$ cat config.mk
export PLATFORM = sky130hd
export DESIGN_NAME = mem_arbiter
export DESIGN_NICKNAME = d
export VERILOG_FILES = /design/src/rtl/mem_arb_pkg.sv /design/src/rtl/mem_rr_picker.sv /design/src/rtl/mem_arbiter.sv
export SDC_FILE = /design/constraint.sdc
export NUM_CORES = 1
export LEC_CHECK = 0
export ABC_CLOCK_PERIOD_IN_PS = 1480
export CAP_MARGIN = 20
export CORE_ASPECT_RATIO = 0.75
export CORE_UTILIZATION = 37
export DETAILED_ROUTE_END_ITERATION = 12
export PLACE_DENSITY = 0.9
export SLEW_MARGIN = 30
export SYNTH_ARGS = -nofsm -noshare
export SYNTH_HDL_FRONTEND = slang
export SYNTH_SLANG_ARGS = --single-unit
$ cat constraint.sdc
create_clock -name clk -period 1.48 [get_ports clk]
set_clock_uncertainty 0.05 [all_clocks]
set_input_delay 0.148 -clock clk [delete_from_list [all_inputs] [get_ports clk]]
set_output_delay 0.148 -clock clk [all_outputs]
set_load 0.01 [all_outputs]
$ cat src/rtl/mem_arb_pkg.sv
// mem_arb_pkg: shared types and constants for the memory arbiter
package mem_arb_pkg;
  typedef enum logic [1:0] {IDLE, ISSUE, WAIT_RD, RESP} state_t;
  localparam int ADDR_W_DEF = 4;
  localparam int DATA_W_DEF = 32;
  localparam int MAX_WAIT_DEF = 4;
  localparam logic RW_WRITE = 1'b1;
  localparam logic RW_READ = 1'b0;
  function automatic int wd_width(input int max_wait);
    return $clog2(max_wait + 1);
  endfunction
endpackage

$ cat src/rtl/mem_rr_picker.sv
// mem_rr_picker: round-robin pick of the first request at or after ptr, wrapping
module mem_rr_picker #(
  parameter int NREQ = 2,
  parameter int IDX_W = $clog2(NREQ)
) (
  input  logic [NREQ-1:0]  req,
  input  logic [IDX_W-1:0] ptr,
  output logic [NREQ-1:0]  grant,
  output logic [IDX_W-1:0] idx
);
  logic [IDX_W:0] s;
  logic [IDX_W-1:0] j;
  // scan from the farthest offset down so the nearest request wins last
  always_comb begin
    grant = '0;
    idx = '0;
    s = '0;
    j = '0;
    for (int i = NREQ - 1; i >= 0; i--) begin
      s = {1'b0, ptr} + (IDX_W + 1)'(i);
      j = s >= (IDX_W + 1)'(NREQ) ? IDX_W'(s - (IDX_W + 1)'(NREQ)) : IDX_W'(s);
      if (req[j]) begin
        grant = NREQ'(1) << j;
        idx = j;
      end
    end
  end
endmodule

$ cat src/rtl/mem_arbiter.sv
// mem_arbiter: round-robin arbiter sharing one registered-read memory among NREQ requesters
module mem_arbiter
  import mem_arb_pkg::*;
#(
  parameter int NREQ = 2,
  parameter int ADDR_W = ADDR_W_DEF,
  parameter int DATA_W = DATA_W_DEF,
  parameter int MAX_WAIT = MAX_WAIT_DEF
) (
  input  logic                     clk,
  input  logic                     rst,
  input  logic [NREQ-1:0]          req_valid,
  input  logic [NREQ-1:0]          req_rw,
  input  logic [NREQ*ADDR_W-1:0]   req_addr,
  input  logic [NREQ*DATA_W-1:0]   req_wdata,
  output logic [NREQ-1:0]          req_ready,
  output logic [NREQ-1:0]          rsp_valid,
  output logic [DATA_W-1:0]        rsp_rdata,
  output logic                     rsp_err,
  output logic                     mem_enable,
  output logic                     mem_read_write,
  output logic [ADDR_W-1:0]        mem_address,
  output logic [DATA_W-1:0]        mem_data_in,
  input  logic [DATA_W-1:0]        mem_data_out,
  input  logic                     mem_valid_out
);
  localparam int IDX_W = $clog2(NREQ);
  localparam int WD_W = wd_width(MAX_WAIT);
  state_t state, state_n;
  logic [IDX_W-1:0] ptr, gidx, w_q;
  logic [NREQ-1:0] grant;
  logic [WD_W-1:0] wd, wd_inc;
  logic rw_q, err_q, accept, timeout, issue, resp;
  logic [ADDR_W-1:0] addr_q;
  logic [DATA_W-1:0] wdata_q, rdata_q;
  mem_rr_picker #(.NREQ(NREQ), .IDX_W(IDX_W)) u_pick (
    .req(req_valid), .ptr(ptr), .grant(grant), .idx(gidx)
  );
  assign accept = state == IDLE && |req_valid;
  assign issue = state == ISSUE;
  assign resp = state == RESP;
  assign wd_inc = wd + 1'b1;
  assign timeout = wd_inc == WD_W'(MAX_WAIT);
  // grant is suppressed while reset is held so nothing is accepted and then abandoned
  assign req_ready = (accept && !rst) ? grant : '0;
  assign mem_enable = issue;
  assign mem_read_write = issue && rw_q == RW_WRITE;
  assign mem_address = issue ? addr_q : '0;
  assign mem_data_in = issue ? wdata_q : '0;
  assign rsp_valid = resp ? NREQ'(1) << w_q : '0;
  assign rsp_rdata = resp ? rdata_q : '0;
  assign rsp_err = resp && err_q;
  always_comb begin
    state_n = state;
    case (state)
      IDLE:    state_n = accept ? ISSUE : IDLE;
      ISSUE:   state_n = rw_q == RW_READ ? WAIT_RD : RESP;
      WAIT_RD: state_n = (mem_valid_out || timeout) ? RESP : WAIT_RD;
      default: state_n = IDLE;
    endcase
  end
  always_ff @(posedge clk) begin
    if (rst) begin
      state <= IDLE;
      ptr <= '0;
      wd <= '0;
      w_q <= '0;
      rw_q <= 1'b0;
      addr_q <= '0;
      wdata_q <= '0;
      rdata_q <= '0;
      err_q <= 1'b0;
    end else begin
      state <= state_n;
      if (accept) begin
        rw_q <= req_rw[gidx];
        addr_q <= req_addr[gidx*ADDR_W +: ADDR_W];
        wdata_q <= req_wdata[gidx*DATA_W +: DATA_W];
        w_q <= gidx;
        ptr <= gidx == IDX_W'(NREQ - 1) ? '0 : gidx + 1'b1;
      end
      if (issue) begin
        wd <= '0;
        rdata_q <= '0;
        err_q <= 1'b0;
      end
      if (state == WAIT_RD) begin
        if (mem_valid_out) rdata_q <= mem_data_out;
        else begin
          wd <= wd_inc;
          err_q <= timeout;
        end
      end
    end
  end
endmodule
==> results.ini <==
[place]
place.gp.congestion=0.7474
hpwlAfterDp_um=7788
place_area_um2=5782
portBuffers=185

[global_routing]
use_met3_pct=5.995
grt_use_met1_pct=27.71
met2_usage_pct=41.44
grt-ovfl-total=0
grt_busiest_layer=met2
grt_max_degree=48
grt_pass1_wl_um=19320
grt_pass1_vias=3854
grt_usage_pct=23.40
antenna_found_initial=0

[synth]
synth_top_area_share_pct=41.07
synthMuxAreaShare_pct=0
yosysTopAreaCell=dfxtp_1
synth-adder-area-share_pct=2.000
ys_seq_area_share_pct=41.07
postSynthCellCount=398
synth-simple-area-share_pct=33.70
ys_types=27
synth_compound_area_share_pct=16.13
synth-seq-cells=77
yosys_warnings=0
synth_edf_count=0
synth_top_flop_cell=dfxtp_1
syn-num-nets=515
synth_top_family_by_area=simple AND/OR/NAND/NOR gates
syn_area_um2=3754
avgSynthCellArea_um2=9.431
yosys-top-cells-area=dfxtp_1 (41%), and2_1 (12%), a221o_1 (9.9%)
synthXorXnorAreaFrac_pct=0.2333
async_flop_share_pct=0

[power_and_ir_drop]
leakage_nw=2.816
power_density_nw_per_um2=1333
total_power_mw=9.399
peakVddDrop_uv=721.7

[setup_path]
cp_max_fo=6
worstPathArrival_ns=1.53
cp.required_ns=1.28
start_kind=flop
criticalPathCategory=reg -> out
critPathCaptureType=primary output

[cts]
clkLatencyLatePin_ns=0.33
clkSlewWorstSetupHoldPaths_ns=0.07
htree_levels=3
numCtsBuffers=9
clockBufferDepth=2
root_buffer=clkbuf_16
cts_hold_buf=0
numClockSinks=77
cts_tree=yes

[cells_and_area]
drive_gt1_share_pct=40.13
final_cell_mix=clkdlybuf4s50_1 (109), dfxtp_1 (75), buf_6 (61), and2_4 (49), a221o_1 (37)
antennaDiodeCount=0
fin_nets=730
utilization_pct=72.16
finalInstanceArea_um2=7053
area.growth.synth_to_final_pct=87.90
final_common_cell=clkdlybuf4s50_1

[status]
violations=setup timing
status=finished, violations left

[sta]
hold_viol_final=0
setup_viol=140
fin_crit_sh_pct=116.6
finalMaxSlewViolations=0
relSlewSlack_pct=58.49
worst_slew_pin_slew_ns=0.6227
max_freq_mhz=579.5
period_needed_ns=1.726
timing.final.ws_setup_ns=-0.2457
rsz0062_at_grt=yes

[die]
dieHeight_um=89.23
fp.dieW_um=118.3
initial_core_util_pct=38.40
core_um2=9774
die_area_um2=10560
io_pins=186
rows=31

[route]
viasPerCell=5.396
firstDrtPassIters=4
drt_iter0_drc=256
drt-total-wl_um=14790
avgRoutedWirePerCell_um=19.71
vias=4047
ant_nets=0
post-route-drc-count=0

[run]
cap_viol_max_count=0

[min_path]
worstHoldPathType=in -> reg

==> synth_stat cells, types with 2 or more instances <==
master    count
a21oi_1      38
nand3b_1     36
nor3b_2       9
buf_2        10
nor3b_1      28
nor2b_1       3
clkbuf_1     18
a221o_1      37
ha_1          6
nand2b_1      2
dfxtp_1      77
inv_1         2
buf_6        10
and2_1       72
nand2_1      38
==> registers in the layout, summed over array words and instances (netlist names) <==
name	cells
addr_q	4
err_q	1
ptr	1
rdata_q	32
rw_q	1
state	2
w_q	1
wd	3
wdata_q	32
==> timing repair <==
item	4_1_cts	5_1_grt
gates cloned	9	10
gates resized for setup	346	128
setup endpoints to repair	117	149
pin swaps	15	76
buffers inserted	13	9
==> path summary, 6_finish.rpt <==
| path | from | end | depth (start not counted) | slack (ns) |
|---|---|---|---|---|
| worst max-delay path | state[1] | mem_read_write | 6 | -0.25 |
| worst min-delay path | mem_data_out[0] | rdata_q[0] | 3 | 0.32 |
| worst max register to register | state[1] | rdata_q[23] | 8 | -0.21 |
| worst min register to register | rdata_q[15] | rdata_q[15] | 2 | 0.43 |
==> stage by stage <==
stage                     hold WS, ns  cells  setup slack, ns  setup TNS, ns
after floorplan                0.2132    398         0.007798              0
after global placement         0.4128    697          -0.3366         -23.44
after detailed placement       0.4171    697          -0.3756         -27.29
after CTS                      0.3045    735          -0.2352         -20.21
after global routing           0.3254    750          -0.2961         -28.06
final                          0.3248    750          -0.2457         -21.08
==> final cells by class <==
type | count | area [um^2]
Clock buffer | 10 | 239.0
Clock inverter | 6 | 62.56
Fill cell | 695 | 2721
Inverter | 2 | 12.51
Multi-Input combinational cell | 280 | 2286
Sequential cell | 77 | 1549
Tap cell | 132 | 165.2
Timing Repair Buffer | 243 | 2739
==> cells by family after synthesis <==
| group | count (synthesis) |
|---|---|
| AND/OR/NAND/NOR | 194 |
| AO/OA/AOI/OAI | 79 |
| flip-flops | 77 |
| buffers and inverters | 41 |
| adder cells (fa/ha/maj) | 6 |
| XOR/XNOR | 1 |
==> critical path: stages, from the launching register on <==
cell     delay (ns)
dfxtp_4        0.36
inv_4          0.07
ha_4           0.26
buf_12         0.15
buf_6          0.09
and2_4         0.15
buf_6          0.11
==> per-layer routing <==
layer / part of all wire [%] / vias up
li1: - / 1842
met5: 0 / -
met1: 42 / 2028
met2: 50 / 159
met4: 1.6 / 0
met3: 5.8 / 18
==> power by group <==
group / total (mW) / internal (mW) / switching [mW]
sequential: 2.71 / 2.48 / 0.237
combinational: 4.44 / 2.64 / 1.80
clock: 2.24 / 1.35 / 0.898
Power figures use the tool's default switching activity.
